### src/rtl/train_sample_sequencer_if.sv
// Sequencer-side bundle: buffer load, run control and the
// per-sample feature/target handshake toward the training FSM.
interface train_sample_sequencer_if #(
  parameter int IDX_W = 3
);
  logic             load_i;
  logic [7:0]       data_i;
  logic             clear_i;
  logic             start_i;
  logic [7:0]       epochs_i;
  logic             pass_done_i;
  logic [3:0]       x_o;
  logic [3:0]       target_o;
  logic             init_o;
  logic             busy_o;
  logic             done_o;
  logic [IDX_W:0]   count_o;
  logic [IDX_W-1:0] sample_idx_o;
  logic [7:0]       epoch_o;
  logic             overflow_o;

  modport master (
    output load_i, data_i, clear_i, start_i,
    output epochs_i, pass_done_i,
    input  x_o, target_o, init_o, busy_o, done_o,
    input  count_o, sample_idx_o, epoch_o, overflow_o
  );

  modport slave (
    input  load_i, data_i, clear_i, start_i,
    input  epochs_i, pass_done_i,
    output x_o, target_o, init_o, busy_o, done_o,
    output count_o, sample_idx_o, epoch_o, overflow_o
  );
endinterface

### src/rtl/train_sample_sequencer.sv
// Buffers byte-wise training samples and replays them per epoch,
// issuing one init pulse per sample and waiting for pass completion.
module train_sample_sequencer #(
  parameter int DEPTH = 8,
  parameter int IDX_W = 3
) (
  input logic                    clk_i,
  input logic                    rst_i,
  train_sample_sequencer_if.slave bus
);
  typedef enum logic [2:0] {
    S_IDLE,
    S_ISSUE,
    S_WAIT,
    S_NEXT,
    S_DONE
  } state_t;

  localparam logic [IDX_W:0]   FULL = (IDX_W+1)'(DEPTH);
  localparam logic [IDX_W:0]   ONE  = (IDX_W+1)'(1);
  localparam logic [IDX_W-1:0] INC  = IDX_W'(1);

  state_t           r_state;
  state_t           w_nxt;
  logic [7:0]       r_mem [DEPTH];
  logic [IDX_W:0]   r_count;
  logic             r_ovf;
  logic [7:0]       r_epochs;
  logic [7:0]       r_epoch;
  logic [IDX_W-1:0] r_idx;
  logic [3:0]       r_x;
  logic [3:0]       r_t;

  logic             w_clr;
  logic             w_start;
  logic             w_load;
  logic             w_adv;
  logic             w_last;
  logic             w_full;
  logic [7:0]       w_ep_inc;
  logic [IDX_W-1:0] w_ridx;
  logic [IDX_W-1:0] w_rd;
  logic [7:0]       w_rdat;

  always_comb begin
    w_nxt    = r_state;
    w_clr    = 1'b0;
    w_start  = 1'b0;
    w_load   = 1'b0;
    w_adv    = 1'b0;
    w_full   = (r_count == FULL);
    w_last   = ({1'b0, r_idx} == (r_count - ONE));
    w_ep_inc = r_epoch + 8'd1;
    w_ridx   = w_last ? '0 : (r_idx + INC);
    unique case (r_state)
      S_IDLE, S_DONE: begin
        if (bus.clear_i) begin
          w_clr = 1'b1;
          w_nxt = S_IDLE;
        end else if (bus.start_i && (r_count != '0)
                     && (bus.epochs_i != 8'd0)) begin
          w_start = 1'b1;
          w_nxt   = S_ISSUE;
        end else if ((r_state == S_IDLE) && bus.load_i) begin
          w_load = 1'b1;
        end
      end
      S_ISSUE: w_nxt = S_WAIT;
      S_WAIT: begin
        if (bus.pass_done_i) w_nxt = S_NEXT;
      end
      S_NEXT: begin
        w_adv = 1'b1;
        if (w_last && (w_ep_inc == r_epochs)) w_nxt = S_DONE;
        else w_nxt = S_ISSUE;
      end
      default: w_nxt = S_IDLE;
    endcase
    // one read port serves both the run start and the advance
    w_rd   = w_start ? '0 : w_ridx;
    w_rdat = r_mem[w_rd];
  end

  always_ff @(posedge clk_i) begin
    if (rst_i) begin
      r_state  <= S_IDLE;
      r_count  <= '0;
      r_ovf    <= 1'b0;
      r_epochs <= '0;
      r_epoch  <= '0;
      r_idx    <= '0;
      r_x      <= '0;
      r_t      <= '0;
    end else begin
      r_state <= w_nxt;
      if (w_clr) begin
        r_count <= '0;
        r_ovf   <= 1'b0;
        r_epoch <= '0;
        r_idx   <= '0;
      end
      if (w_load) begin
        if (w_full) r_ovf <= 1'b1;
        else r_count <= r_count + ONE;
      end
      if (w_start) begin
        r_epochs <= bus.epochs_i;
        r_idx    <= '0;
        r_epoch  <= '0;
        r_x      <= w_rdat[3:0];
        r_t      <= w_rdat[7:4];
      end
      if (w_adv) begin
        r_idx <= w_ridx;
        if (w_last) r_epoch <= w_ep_inc;
        if (w_nxt == S_ISSUE) begin
          r_x <= w_rdat[3:0];
          r_t <= w_rdat[7:4];
        end
      end
    end
  end

  always_ff @(posedge clk_i) begin
    if (!rst_i && w_load && !w_full)
      r_mem[r_count[IDX_W-1:0]] <= bus.data_i;
  end

  assign bus.x_o          = r_x;
  assign bus.target_o     = r_t;
  assign bus.init_o       = (r_state == S_ISSUE);
  assign bus.busy_o       = (r_state == S_ISSUE) || (r_state == S_WAIT)
                            || (r_state == S_NEXT);
  assign bus.done_o       = (r_state == S_DONE);
  assign bus.count_o      = r_count;
  assign bus.sample_idx_o = r_idx;
  assign bus.epoch_o      = r_epoch;
  assign bus.overflow_o   = r_ovf;
endmodule

### src/flat_wrapper.sv
// flat-port wrapper written by rule: the top's interface ports become plain ports
module train_sample_sequencer_flat 
#(
  parameter int DEPTH = 8,
  parameter int IDX_W = 3
)
  (clk_i, rst_i, bus_load_i, bus_data_i, bus_clear_i, bus_start_i, bus_epochs_i, bus_pass_done_i, bus_x_o, bus_target_o, bus_init_o, bus_busy_o, bus_done_o, bus_count_o, bus_sample_idx_o, bus_epoch_o, bus_overflow_o);
  train_sample_sequencer_if #(.IDX_W(IDX_W)) bus_i ();
  input logic clk_i;
  input logic rst_i;
  input wire logic [$bits(bus_i.load_i)-1:0] bus_load_i;
  input wire logic [$bits(bus_i.data_i)-1:0] bus_data_i;
  input wire logic [$bits(bus_i.clear_i)-1:0] bus_clear_i;
  input wire logic [$bits(bus_i.start_i)-1:0] bus_start_i;
  input wire logic [$bits(bus_i.epochs_i)-1:0] bus_epochs_i;
  input wire logic [$bits(bus_i.pass_done_i)-1:0] bus_pass_done_i;
  output wire logic [$bits(bus_i.x_o)-1:0] bus_x_o;
  output wire logic [$bits(bus_i.target_o)-1:0] bus_target_o;
  output wire logic [$bits(bus_i.init_o)-1:0] bus_init_o;
  output wire logic [$bits(bus_i.busy_o)-1:0] bus_busy_o;
  output wire logic [$bits(bus_i.done_o)-1:0] bus_done_o;
  output wire logic [$bits(bus_i.count_o)-1:0] bus_count_o;
  output wire logic [$bits(bus_i.sample_idx_o)-1:0] bus_sample_idx_o;
  output wire logic [$bits(bus_i.epoch_o)-1:0] bus_epoch_o;
  output wire logic [$bits(bus_i.overflow_o)-1:0] bus_overflow_o;
  assign bus_i.load_i = bus_load_i;
  assign bus_i.data_i = bus_data_i;
  assign bus_i.clear_i = bus_clear_i;
  assign bus_i.start_i = bus_start_i;
  assign bus_i.epochs_i = bus_epochs_i;
  assign bus_i.pass_done_i = bus_pass_done_i;
  assign bus_x_o = bus_i.x_o;
  assign bus_target_o = bus_i.target_o;
  assign bus_init_o = bus_i.init_o;
  assign bus_busy_o = bus_i.busy_o;
  assign bus_done_o = bus_i.done_o;
  assign bus_count_o = bus_i.count_o;
  assign bus_sample_idx_o = bus_i.sample_idx_o;
  assign bus_epoch_o = bus_i.epoch_o;
  assign bus_overflow_o = bus_i.overflow_o;
  train_sample_sequencer #(.DEPTH(DEPTH), .IDX_W(IDX_W)) u_core (.clk_i(clk_i), .rst_i(rst_i), .bus(bus_i));
endmodule
### config.mk
export PLATFORM = sky130hd
export DESIGN_NAME = train_sample_sequencer_flat
export DESIGN_NICKNAME = d
export VERILOG_FILES = /design/src/rtl/train_sample_sequencer_if.sv /design/src/rtl/train_sample_sequencer.sv /design/src/flat_wrapper.sv
export SDC_FILE = /design/constraint.sdc
export NUM_CORES = 1
export LEC_CHECK = 0
export CORE_AREA = 2 2 93 95
export DETAILED_ROUTE_END_ITERATION = 8
export DIE_AREA = 0 0 95 97
export GPL_TIMING_DRIVEN = 0
export PLACE_DENSITY = 0.82
export SLEW_MARGIN = 30
export SYNTH_ARGS = -nofsm -noshare
export SYNTH_HDL_FRONTEND = slang
export SYNTH_SLANG_ARGS = --single-unit
### constraint.sdc
create_clock -name clk_i -period 4.1 [get_ports clk_i]
set_input_delay 0.82 -clock clk_i [delete_from_list [all_inputs] [get_ports clk_i]]
set_output_delay 0.82 -clock clk_i [all_outputs]
set_load 0.005 [all_outputs]
==> results.md, run 1 <==
- Status: finished, final reports clean
- Crit Path Class: in -> reg
- Die width: about 95 um
- Syn nets: 399
- Critical Path Start Type: input pin
- Final WL: ~10 mm
- WL/cell: 18.9 um
- Logic pwr share: about 5.4%
- Critical Path Source: bus_epochs_i[3]
- Max Fclk: around 0.27 GHz
- Fin util: 65.9%
- Clock tree root buffer cell: clkbuf_8
- PostCTS Resize Cnt: 0
- Sw Share: between 20% and 30%
- Syn-to-layout area delta: 18.6%
- Final HPWL DP: ~7.1 mm
- Final Cycle Share: 90.9%
- Cts hold-fix bufs: 0
- Non-Filler Instances: roughly 540
- Clk pwr share: roughly 34%
- GRT Util Overall: a little under a quarter
- DRC: 0
- Pleak: approximately 0.0019 uW
- NumNets Final: 460
- First-pass GRT wire length: around 16 mm
- Postcts setup bufs: 0
- R2r startpoint: u_core.bus.count_o[1]
- Worst-Margin Slew: 905 ps
- CTS tree: built
- Port bufs: between 40 and 50
- Overall die area: ~9200 um^2
- WP data required: around 4100 ps
- Largest net degree at the start of global routing: 19
- Routed via count: between 3k and 4k
- Fill cells: between 600 and 700
- Reg clk slew, reported paths: around 100 ps
- Num CTS Buffers: 9
- CTS Buffer Depth: 2
- Netlist cell types: 52
- RSZ-0062 raised after global routing: false
- Max Cap Viol: 0
- Min Hold Slack: 511 ps
- Initial core utilization: 55.5%
- Most used cells in the layout excluding fill and tap cells: edfxtp_1, clkdlybuf4s50_1, nor2_1
- Mapped Cells: 372
- CP Data Arrival Time: around 3700 ps
- Core ar.: ~8000 um^2
- Pint: between 1000 and 1500 uW
- Switching power: roughly 430 uW
- Hold Startpoint: u_core.bus.overflow_o
- Number of diodes: 0
- Register area share after synthesis: 58.1%
- Hold Vio Cnt, Final: 0
- Post-route ant nets: 0
- Final setup vio count: 0
- Clk_lat worst skew: 370 ps
- Synth Flop Type: edfxtp_1
- Asr flop ratio synth: 0%
- Mapped Area: 4520 um^2
- R2r worst-path depth: 11
- Vias in the first global route: approximately 3.2k
- Site Rows: 33
- FF+latch count, synth: 99
- Die Height: 97 um
- H-tree depth: 3
- IO Count: slightly below 50
- Hold-critical path depth: 2
- Post-synth top area share: 42.5%
- Warnings from Yosys: 0
- Worst min path class: reg -> reg
- Largest cells by area after synthesis: edfxtp_1, dfxtp_1, mux2i_1
- 1st-pass router iterations: 4
- DR vias/cell: 5.97
- Post-synth EDFFs: 64
- Placed Cells: 527
- CP Max Fanout: 8
- 1st-iter DRT viols: 210
- Placer Congestion: approximately 0.9
- Final min period: between 3000 and 4000 ps
- Pwr/cell area: 330 nW/um^2
- Crit end category: flip-flop
- Initial antenna violation count: 0
- Sequential fraction of design power: ~61%
- Layout cell share with drive strength beyond 1: between 10% and 20%
- Slew headroom: between 30 and 40%
- Max Slew Vio Count: 0
- Clock sinks: just under 100
- Max IR drop VDD: 0.249 mV
- Synth area leader: edfxtp_1
- Synthesized area per cell: between 10 and 15 um^2
- Commonest non-fill, non-tap cell in the layout: edfxtp_1
- Setup Skew: around 9 ps
- GRT Residual Overflow: 0
[cell type report]
| type | count | area (um^2) | share of cell area (%) |
|---|---|---|---|
| repair buffers | 50 | 493 | 9.20 |
| well taps | 105 | 131 | 2.45 |
| multi-input cells | 249 | 1810 | 33.8 |
| inverters | 5 | 18.8 | 0.350 |
| clock inverters | 7 | 58.8 | 1.10 |
| plain buffers | 19 | 100 | 1.87 |
| flip-flops and latches | 99 | 2620 | 48.9 |
| clock buffers | 9 | 124 | 2.31 |
[cell usage after synthesis, types with 2 or more instances]
| cell | instances |
|---|---|
| a21oi_1 | 17 |
| mux4_2 | 8 |
| buf_2 | 8 |
| a21o_2 | 2 |
| nor2b_1 | 6 |
| mux2i_1 | 20 |
| or3_1 | 7 |
| nand2_1 | 20 |
| a31oi_1 | 6 |
| ha_1 | 5 |
| edfxtp_1 | 64 |
| a22oi_1 | 2 |
| a211oi_1 | 3 |
| inv_1 | 5 |
| nor2_1 | 39 |
| o22a_1 | 4 |
| nand3b_1 | 2 |
| and3_1 | 3 |
| xnor2_1 | 7 |
| a211o_1 | 2 |
| nor3b_1 | 6 |
| a311oi_1 | 4 |
| and3b_1 | 2 |
| dfxtp_1 | 35 |
| nor3_1 | 12 |
| nand4_1 | 2 |
| nand3_1 | 8 |
| nand2b_1 | 3 |
| clkbuf_1 | 9 |
| xor2_1 | 3 |
| o22ai_1 | 4 |
| a211oi_2 | 4 |
| and3_2 | 2 |
| o21ai_0 | 23 |
| and2_1 | 3 |
| mux2_2 | 4 |
| nor4_1 | 3 |
[worst paths after layout]
path                                              end  slack [ps]
worst max-delay path               u_core.r_mem[3][7]         370
worst min-delay path            u_core.bus.overflow_o         510
worst max register to register     u_core.r_mem[3][7]         610
worst min register to register  u_core.bus.overflow_o         510
[power groups by stage]
stage	combinational [uW]	sequential [uW]	clock, uW
after floorplan	43.9	1090	0
after global placement	90.7	1100	0
after detailed placement	93.3	1100	0
after CTS	94.0	1070	603
after global routing	101	1070	645
final	94.5	1070	599
[stage by stage]
step / area [um^2] / power, uW / setup WS [ps] / TNS (ps)
floorplan: 4520 / 1140 / 932 / 0
global placement: 5130 / 1190 / -427 / -15080
detailed placement: 5170 / 1190 / -42.4 / -335
CTS: 5360 / 1770 / 336 / 0
global route: 5360 / 1820 / 292 / 0
finish: 5360 / 1770 / 371 / 0
[sequential cells by signal, indices dropped and copies added, names as in the netlist]
name and cells:
u_core.r_state 3, u_core.bus.x_o 4, u_core.r_mem 64, u_core.bus.count_o 4, u_core.bus.overflow_o 1, u_core.bus.epoch_o 8
u_core.bus.sample_idx_o 3, u_core.r_epochs 8, u_core.bus.target_o 4
[critical path: stages]
cell and delay, ps:
clkdlybuf4s50_1 420, nor4_1 390, a211oi_1 210, nor2b_1 190, and3b_1 230, buf_2 190
nand2b_1 140, or3_1 430, nor3_2 720
[metal layers]
layer | routed length (um) | track usage [%] | part of all wire, %
met2 | 5240 | 38.5 | 51
met5 | 0 | 0 | 0
met1 | 4350 | 30.4 | 42
met4 | 240 | 10.8 | 2.3
met3 | 440 | 3.66 | 4.3
[logic make-up after synthesis]
family          count (synthesis)  synth area share (%)
simple gates                  125                  14.5
mux                            32                  9.42
buf+inv                        24                  2.63
flops                          99                  58.1
xor+xnor                       12                  2.83
compound gates                 75                  11.1
fa+ha+maj                       5                  1.39
Note: power is estimated with default switching activity, not from simulation.
==> run 2, diff against run 1 <==
--- a/config.mk
+++ b/config.mk
@@ -6,9 +6,11 @@
 export NUM_CORES = 1
 export LEC_CHECK = 0
 export CORE_AREA = 2 2 93 95
+export CTS_BUF_LIST = sky130_fd_sc_hd__clkbuf_16
 export DETAILED_ROUTE_END_ITERATION = 8
 export DIE_AREA = 0 0 95 97
 export GPL_TIMING_DRIVEN = 0
+export HOLD_SLACK_MARGIN = 0.15
 export PLACE_DENSITY = 0.82
 export SLEW_MARGIN = 30
 export SYNTH_ARGS = -nofsm -noshare
==> results.md, run 2 (synthesis results as in run 1) <==
- Status: finished, final reports clean (unchanged)
- Final min period: 3720 ps (was 3730 ps)
- WP data required: 4070 ps (was 4100 ps)
- Sequential cell area: 2620 um^2 (unchanged)
- Hold Startpoint: u_core.bus.overflow_o (unchanged)
- CTS Buffer Depth: 2 (unchanged)
- Slew headroom: 41.5% (was 39.3%)
- CP Max Fanout: 8 (unchanged)
- Most used cells in the layout excluding fill and tap cells: edfxtp_1, clkdlybuf4s50_1, nor2_1 (unchanged)
- H-tree depth: 3 (unchanged)
- Layout cell share with drive strength beyond 1: 14.8% (unchanged)
- Site Rows: 33 (unchanged)
- Postcts setup bufs: 0 (unchanged)
- GRT Util Overall: 23.7% (was 23.5%)
- Die Height: 97 um (unchanged)
- Max Cap Viol: 0 (unchanged)
- Final HPWL DP: 7.07 mm (unchanged)
- Hold Vio Cnt, Final: 0 (unchanged)
- Final WL: 10.4 mm (was 10.3 mm)
- CTS tree: built (unchanged)
- CP Data Arrival Time: 3700 ps (was 3730 ps)
- Die width: 95 um (unchanged)
- Placer Congestion: 0.911 (unchanged)
- Max Fclk: 0.269 GHz (was 0.268 GHz)
- Pleak: 0.00190 uW (was 0.00185 uW)
- Largest net degree at the start of global routing: 19 (unchanged)
- PostCTS Resize Cnt: 0 (unchanged)
- Number of diodes: 0 (unchanged)
- Worst min path class: reg -> reg (unchanged)
- Clock sinks: 99 (unchanged)
- Crit end category: flip-flop (unchanged)
- Crit Path Class: in -> reg (unchanged)
- WL/cell: 19.2 um (was 18.9 um)
- Core ar.: 8130 um^2 (unchanged)
- RSZ-0062 raised after global routing: false (unchanged)
- First-pass GRT wire length: 16.4 mm (was 16.2 mm)
- 1st-pass router iterations: 5 (was 4)
- Critical Path Start Type: input pin (unchanged)
- Syn-to-layout area delta: 20.9% (was 18.6%)
- Commonest non-fill, non-tap cell in the layout: edfxtp_1 (unchanged)
- Num CTS Buffers: 9 (unchanged)
- Max IR drop VDD: 0.282 mV (was 0.249 mV)
- Final Cycle Share: 90.8% (was 90.9%)
- Pwr/cell area: 363 nW/um^2 (was 330 nW/um^2)
- Port bufs: 48 (unchanged)
- Setup Skew: 5.39 ps (was 9.02 ps)
- GRT Residual Overflow: 0 (unchanged)
- Routed via count: 3,254 (was 3,242)
- Critical Path Source: bus_epochs_i[3] (unchanged)
- Initial antenna violation count: 0 (unchanged)
- Vias in the first global route: 3,248 (was 3,176)
- Worst-Margin Slew: 873 ps (was 905 ps)
- Fin util: 67.1% (was 65.9%)
- Overall die area: 9220 um^2 (unchanged)
- Clk_lat worst skew: 340 ps (was 370 ps)
- R2r startpoint: u_core.bus.count_o[1] (unchanged)
- DRC: 0 (unchanged)
- DR vias/cell: 5.99 (was 5.97)
- Area of the multi-input gates: 1810 um^2 (unchanged)
- Max Slew Vio Count: 0 (unchanged)
- Post-route ant nets: 0 (unchanged)
- Power consumption: 1980 uW (was 1770 uW)
- Reg clk slew, reported paths: 70 ps (was 100 ps)
- Fill cells: 595 (was 627)
- NumNets Final: 460 (unchanged)
- Max FFs per register: 64 (unchanged)
- 1st-iter DRT viols: 268 (was 210)
- Clock tree root buffer cell: clkbuf_16 (was clkbuf_8)
- Final setup vio count: 0 (unchanged)
- Initial core utilization: 55.5% (unchanged)
- Cts hold-fix bufs: 0 (unchanged)
- IO Count: 49 (unchanged)
## run 2: cell type report
class,count,area share (%)
plain buffers,19,1.83
clock buffers,9,4.13
clock inverters,7,1.08
inverters,5,0.344
multi-input cells,249,33.1
flip-flops and latches,99,48.0
well taps,105,2.41
repair buffers,50,9.03
## run 2: worst paths after layout
check             cells past startpoint  slack (ps)                     to
setup reg to reg                     11         660     u_core.r_mem[3][2]
setup / recovery                      9         380     u_core.r_mem[3][2]
hold reg to reg                       2         500  u_core.bus.overflow_o
hold / removal                        2         500  u_core.bus.overflow_o
## run 2: where the power goes
part / switching (uW) / internal [uW]
Combinational: 51.5 / 43.1
Clock: 390 / 421
Sequential: 6.29 / 1070
## run 2: per-layer routing
metal | track usage, % | wire [um]
met1 | 30.1 | 4370
met2 | 39.6 | 5320
met3 | 3.19 | 467
met4 | 11.7 | 261
met5 | 0 | 0
## run 2: critical path, cell delays in order
cell and delay [ps]:
clkdlybuf4s50_1 420, nor4_1 390, a211oi_1 210, nor2b_1 180, and3b_1 220, buf_2 190, nand2b_1 130, or3_1 430
nor3_2 700
## run 2: per-stage QoR
step	hold WS, ps	TNS [ps]	cells	setup WS [ps]	instance area (um^2)
6_report	505	0	543	376	5460
4_1_cts	513	0	543	300	5460
3_5_place_dp	495	-335	527	-42.4	5170
5_1_grt	555	0	543	247	5460
2_1_floorplan	484	0	372	932	4520
3_3_place_gp	494	-15080	525	-427	5130
==> run 3, diff against run 2 <==
--- a/config.mk
+++ b/config.mk
@@ -7,12 +7,13 @@
 export LEC_CHECK = 0
 export CORE_AREA = 2 2 93 95
 export CTS_BUF_LIST = sky130_fd_sc_hd__clkbuf_16
+export CTS_CLUSTER_SIZE = 16
 export DETAILED_ROUTE_END_ITERATION = 8
 export DIE_AREA = 0 0 95 97
 export GPL_TIMING_DRIVEN = 0
 export HOLD_SLACK_MARGIN = 0.15
 export PLACE_DENSITY = 0.82
-export SLEW_MARGIN = 30
 export SYNTH_ARGS = -nofsm -noshare
 export SYNTH_HDL_FRONTEND = slang
 export SYNTH_SLANG_ARGS = --single-unit
+export TNS_END_PERCENT = 50
==> results.md, run 3 (synthesis results as in run 1) <==
- Max Fclk: 0.259 GHz (was 0.269 GHz)
- Pwr/cell area: 363 nW/um^2 (about the same)
- Port bufs: 48 (unchanged)
- WL/cell: 19.2 um (about the same)
- Critical Path Start Type: input pin (unchanged)
- H-tree depth: 3 (unchanged)
- Site Rows: 33 (unchanged)
- GRT Residual Overflow: 0 (unchanged)
- Critical Path Max Stage Delay: 850 ps (was 700 ps)
- Pleak: 0.00190 uW (about the same)
- Sw Share: 22.5% (was 22.6%)
- Die Height: 97 um (unchanged)
- CTS Buffer Depth: 2 (unchanged)
- Logic pwr share: 4.8% (about the same)
- Pint: 1530 uW (about the same)
- Crit-path slowest cell: nor3b_2 (was nor3_2)
- R2r startpoint: u_core.bus.count_o[1] (unchanged)
- Clk pwr share: 40.9% (was 41.0%)
- Largest net degree at the start of global routing: 19 (unchanged)
- DRC: 0 (unchanged)
- Finished layout cell area: 5450 um^2 (was 5460 um^2)
- Hold EP: u_core.bus.overflow_o (unchanged)
- Worst min path class: reg -> reg (unchanged)
- Die width: 95 um (unchanged)
- Status: finished, final reports clean (unchanged)
- Overall die area: 9220 um^2 (unchanged)
- CP Max Fanout: 8 (unchanged)
- PostCTS Resize Cnt: 1 (was 0)
- Final min period: 3870 ps (was 3720 ps)
- Number of diodes: 0 (unchanged)
- Crit Path Class: in -> reg (unchanged)
- Layout cell share with drive strength beyond 1: 14.4% (was 14.8%)
- Num CTS Buffers: 9 (unchanged)
- Initial antenna violation count: 0 (unchanged)
- Max Slew Vio Count: 0 (unchanged)
- Commonest non-fill, non-tap cell in the layout: edfxtp_1 (unchanged)
- Fill cells: 613 (was 595)
- Crit end category: flip-flop (unchanged)
- Reg-to-reg critical path endpoint: u_core.r_mem[5][2] (was u_core.r_mem[3][2])
- WP data required: 4070 ps (about the same)
- Final Cycle Share: 94.3% (was 90.8%)
- Placed Cells: 527 (unchanged)
- 1st-iter DRT viols: 233 (was 268)
- DP Area: 5150 um^2 (was 5170 um^2)
- Clk_lat worst skew: 350 ps (was 340 ps)
- Postcts setup bufs: 0 (unchanged)
- Switching power: 446 uW (was 448 uW)
- Syn-to-layout area delta: 20.7% (was 20.9%)
- IO Count: 49 (unchanged)
- Max FFs per register: 64 (unchanged)
- Vias in the first global route: 3,159 (was 3,248)
- GRT Util Overall: 23.8% (was 23.7%)
- Cts hold-fix bufs: 0 (unchanged)
- R2R setup slack: 540 ps (was 660 ps)
- Hold-critical path depth: 2 (unchanged)
- RSZ-0062 raised after global routing: false (unchanged)
- Post-route ant nets: 0 (unchanged)
- Hold Vio Cnt, Final: 0 (unchanged)
- NumNets Final: 461 (was 460)
- Reg clk slew, reported paths: 70 ps (about the same)
- CP Data Arrival Time: 3840 ps (was 3700 ps)
- Max IR drop VDD: 0.271 mV (was 0.282 mV)
- Clock sinks: 99 (unchanged)
- Slew headroom: 30.8% (was 41.5%)
- Clock tree root buffer cell: clkbuf_16 (unchanged)
- Most used cells in the layout excluding fill and tap cells: edfxtp_1, clkdlybuf4s50_1, nor2_1 (unchanged)
- Placer Congestion: 0.911 (unchanged)
- Final setup vio count: 0 (unchanged)
- Max Cap Viol: 0 (unchanged)
- Sequential fraction of design power: 54.3% (was 54.2%)
- Setup Skew: 6.97 ps (was 5.39 ps)
- Core ar.: 8130 um^2 (unchanged)
- Final HPWL DP: 7.08 mm (was 7.07 mm)
- Final WL: 10.4 mm (about the same)
- First-pass GRT wire length: 16.3 mm (was 16.4 mm)
- Routed via count: 3,226 (was 3,254)
- Critical-path cell list: clkdlybuf4s50_1, nor4_1, a211oi_1, nor2b_1, and3b_1, buf_2, nand2b_1, or3_1, nor3b_2 (was clkdlybuf4s50_1, nor4_1, a211oi_1, nor2b_1, and3b_1, buf_2, nand2b_1, or3_1, nor3_2)
- R2r worst-path depth: 11 (unchanged)
- Hold Startpoint: u_core.bus.overflow_o (unchanged)
- DR vias/cell: 5.93 (was 5.99)
- Initial core utilization: 55.5% (unchanged)
- Non-Filler Instances: 544 (was 543)
- Power consumption: 1980 uW (about the same)
- 1st-pass router iterations: 7 (was 5)
- Worst-Margin Slew: 1030 ps (was 873 ps)
- CTS tree: built (unchanged)
[run 3: per-stage QoR]
stage	worst slack, ps	util (%)	hold slack [ps]	TNS, ps
final	232	67.1	517	0
after global routing	143	67.1	551	0
after CTS	33.2	66.9	526	0
after detailed placement	-490	63.4	505	-8180
after global placement	-427	63.1	494	-15080
after floorplan	932	-	484	0
[run 3: area by class of cell]
cell class	count	area, um^2	area share [%]
repair buffers	51	500	9.18
multi-input cells	249	1800	32.9
plain buffers	19	100	1.84
inverters	5	18.8	0.344
well taps	105	131	2.41
flip-flops and latches	99	2620	48.1
clock buffers	9	225	4.13
clock inverters	7	58.8	1.08
[run 3: critical path: cells and delay by family]
family | cells | cell delay [ps]
AOI/OAI and AO/OA | 1 | 210
buffers and inverters | 2 | 620
and+or+nand+nor | 6 | 2190
[run 3: worst max-delay path by stage]
stage               startpoint                  to  slack [ps]  cells after the start
3_3_place_gp   bus_epochs_i[3]  u_core.r_mem[6][4]        -430                      8
2_1_floorplan  bus_epochs_i[7]  u_core.r_mem[5][0]         930                      8
3_5_place_dp   bus_epochs_i[3]  u_core.r_mem[1][3]        -490                      9
6_report       bus_epochs_i[3]  u_core.r_mem[5][2]         230                      9
4_1_cts        bus_epochs_i[3]  u_core.r_mem[2][7]          30                      9
5_1_grt        bus_epochs_i[3]  u_core.r_mem[3][7]         140                     10
[run 3: metal layers]
metal  wire length (um)  vias up  global-route usage, %
li1                   -     1518                      -
met1               4360     1563                   29.7
met2               5110      116                   38.3
met3                582       29                   4.28
met4                381        0                   13.8
met5                  0        -                      0
[run 3: power groups by stage]
stage	Combinational, uW	Clock (uW)	Sequential, uW
after floorplan	43.9	0	1090
after global placement	90.7	0	1100
after detailed placement	92.6	0	1100
after CTS	94.1	821	1070
after global routing	102	860	1070
final	94.9	809	1070
==> edit, RTL diff (config.mk and constraints of run 3) <==
`DEPTH` is set to 8 in 2 places; all go to 4.
--- a/src/rtl/train_sample_sequencer.sv
+++ b/src/rtl/train_sample_sequencer.sv
@@ -1,7 +1,7 @@
 // Buffers byte-wise training samples and replays them per epoch,
 // issuing one init pulse per sample and waiting for pass completion.
 module train_sample_sequencer #(
-  parameter int DEPTH = 8,
+  parameter int DEPTH = 4,
   parameter int IDX_W = 3
 ) (
   input logic                    clk_i,
--- a/src/flat_wrapper.sv
+++ b/src/flat_wrapper.sv
@@ -1,7 +1,7 @@
 // flat-port wrapper written by rule: the top's interface ports become plain ports
 module train_sample_sequencer_flat 
 #(
-  parameter int DEPTH = 8,
+  parameter int DEPTH = 4,
   parameter int IDX_W = 3
 )
   (clk_i, rst_i, bus_load_i, bus_data_i, bus_clear_i, bus_start_i, bus_epochs_i, bus_pass_done_i, bus_x_o, bus_target_o, bus_init_o, bus_busy_o, bus_done_o, bus_count_o, bus_sample_idx_o, bus_epoch_o, bus_overflow_o);
Behaviour: not the same (a bounded check fails within 10 cycles, from zero or initial values and one cycle with rst_i high).
==> edit against run 3 <==
Setup slack better by 0.45 ns. Die area stayed put. Synthesized cell count is 14% lower. Clock skew is 0.0018 ns lower. Design area is 23% lower. Clock power is 3.0% higher. Wire length is 27% lower. Total power is 17% lower. Sequential share of layout area is 8.6 points lower. Combinational power is 3.3% lower. Largest cell class unchanged. First-iteration DRC count is 9.4% lower. Synthesized area is 27% lower. Sequential cell count is 32 lower.
==> edit: results (changes against run 3) <==
- The reg-to-reg critical path startpoint is u_core.bus.count_o[0] (was u_core.bus.count_o[1]).
- The final net count is 406 (was 461).
- The peak supply drop was 0.185 mV (was 0.271 mV).
- Most frequent cells after synthesis: 35 x sky130_fd_sc_hd__dfxtp_1, 32 x sky130_fd_sc_hd__edfxtp_1, 30 x sky130_fd_sc_hd__a21oi_1 (was 64 x sky130_fd_sc_hd__edfxtp_1, 39 x sky130_fd_sc_hd__nor2_1, 35 x sky130_fd_sc_hd__dfxtp_1).
- The initial DRC count is 211 (was 233).
- The critical-path maximum fanout is 10 (was 8).
- The number of synthesis warnings was 0 (unchanged).
- The number of flip-flops under the largest register name was 32 (was 64).
- The detailed-placement wirelength estimate is 5.42 mm (was 7.08 mm).
- The post-synthesis sequential area ratio was 0.507 (was 0.581).
- The critical register-to-register path endpoint is u_core.r_mem[0][7] (was u_core.r_mem[5][2]).
- The clock insertion delay at the later pin of the skew report is 0.33 ns (was 0.35 ns).
- The pin count of the biggest net entering global routing was 14 (was 19).
- The number of iterations in the first detailed-routing pass is 5 (was 7).
- The minimum setup slack among reg-to-reg paths is 0.91 ns (was 0.54 ns).
- The routed wirelength normalized by instance count came to 15.6 um (was 19.2 um).
- The worst-margin pin slew was 0.594 ns (was 1.03 ns).
- The worst-path cell with the longest stage delay is sky130_fd_sc_hd__clkdlybuf4s50_1 (was sky130_fd_sc_hd__nor3b_2).
- The highest cell delay on the worst timing path is 0.45 ns (was 0.85 ns).
- Leading cell types by total area after synthesis: sky130_fd_sc_hd__edfxtp_1 29%, sky130_fd_sc_hd__dfxtp_1 21%, sky130_fd_sc_hd__a21oi_1 4.6% (was sky130_fd_sc_hd__edfxtp_1 43%, sky130_fd_sc_hd__dfxtp_1 16%, sky130_fd_sc_hd__mux2i_1 4.4%).
- The setup slack after placement is 0.509 ns (was -0.490 ns).
- The number of nets produced by synthesis is 348 (was 399).
- The number of distinct library cells after synthesis was 51 (was 52).
- Result of the run: completed (unchanged).
- The global routing usage summed across all routing layers is 0.178 (was 0.238).
- The number of global-route vias before repair came to 2681 (was 3159).
- The post-cts sizing count came to 0 (was 1).
- The logic depth of the worst register-to-register path is 9 (was 11).
- The global-route wire length before repair is 12.8 mm (was 16.3 mm).
- The arrival time at the worst endpoint is 3.40 ns (was 3.84 ns).
- The static leakage power is 0.00152 uW (was 0.00190 uW).
- The layout cell share with drive strength beyond 1 came to 0.0942 (was 0.144).
- The worst hold path stage count is 2 (unchanged).
- The clock skew after layout is 0.00518 ns (was 0.00697 ns).
- The number of synthesized flops with an enable pin came to 32 (was 64).
- The buffer levels on the longest clock path was 2 (unchanged).
- The number of antenna violations at the first check in global routing is 0 (unchanged).
- The routability-driven placement congestion ratio is 0.878 (was 0.911).
- The commonest register cell after synthesis was sky130_fd_sc_hd__dfxtp_1 (was sky130_fd_sc_hd__edfxtp_1).
- The number of port buffers is 47 (was 48).
- The clock-pin slew reported for the worst setup and hold paths after clock tree synthesis is 0.05 ns (was 0.07 ns).
- The number of fill cells in the layout is 723 (was 613).
- The via density per instance is 5.49 (was 5.93).
-- edit: final cells by class --
type                            instances  area, um^2  area share
Clock inverter                          7        98.8      0.0235
Tap cell                              105         131      0.0312
Timing Repair Buffer                   47         470       0.112
Buffer                                 15        78.8      0.0187
Clock buffer                            9         225      0.0536
Sequential cell                        67        1660       0.395
Multi-Input combinational cell        228        1510       0.358
Inverter                                9        33.8     0.00803
-- edit: worst max path at each step --
stage,start,slack (ns),to,depth (start not counted)
3_5_place_dp,bus_epochs_i[0],0.51,u_core.r_mem[0][2],8
2_1_floorplan,bus_epochs_i[0],1.48,u_core.r_mem[0][0],7
3_3_place_gp,bus_epochs_i[0],0.59,u_core.r_mem[0][2],8
5_1_grt,bus_epochs_i[0],0.51,u_core.r_mem[0][3],8
6_report,bus_epochs_i[0],0.69,u_core.r_mem[0][7],8
4_1_cts,bus_epochs_i[0],0.74,u_core.r_mem[0][3],8
-- edit: cell families (layout without fill, tap and decap cells) --
kind of cell / Yosys count / after routing / synth area share
and+or+nand+nor: 117 / 117 / 0.185
AOI/OAI and AO/OA: 74 / 74 / 0.148
DFF: 67 / 67 / 0.507
muxes: 17 / 17 / 0.0607
xor gates and xnor gates: 13 / 13 / 0.0393
adders and majority gates: 7 / 7 / 0.0267
buffers and inverters: 24 / 87 / 0.0343
-- edit: stage by stage --
step / hold WS, ns / instances / area [um^2] / utilization
finish: 0.453 / 487 / 4210 / 0.517
global route: 0.492 / 487 / 4210 / 0.517
CTS: 0.456 / 487 / 4210 / 0.517
detailed placement: 0.449 / 471 / 3880 / 0.477
global placement: 0.449 / 471 / 3880 / 0.477
floorplan: 0.448 / 319 / 3280 / -
-- edit: metal layers --
layer	GRT usage	routed length (um)
met1	0.208	3100
met2	0.305	3960
met3	0.0428	381
met4	0.0814	160
met5	0	0
-- edit: report_power, final --
part	leakage [uW]	switching, uW	internal, uW
clock	0.000158	297	536
combinational	0.000787	48.7	43.1
sequential	0.000571	7.21	709
total	0.00152	353	1290
-- edit: worst min-delay path: cells and delay by family (launching register included) --
kind            cells  cell delay (ns)
compound gates      1             0.05
flops               1             0.30
simple gates        1             0.05
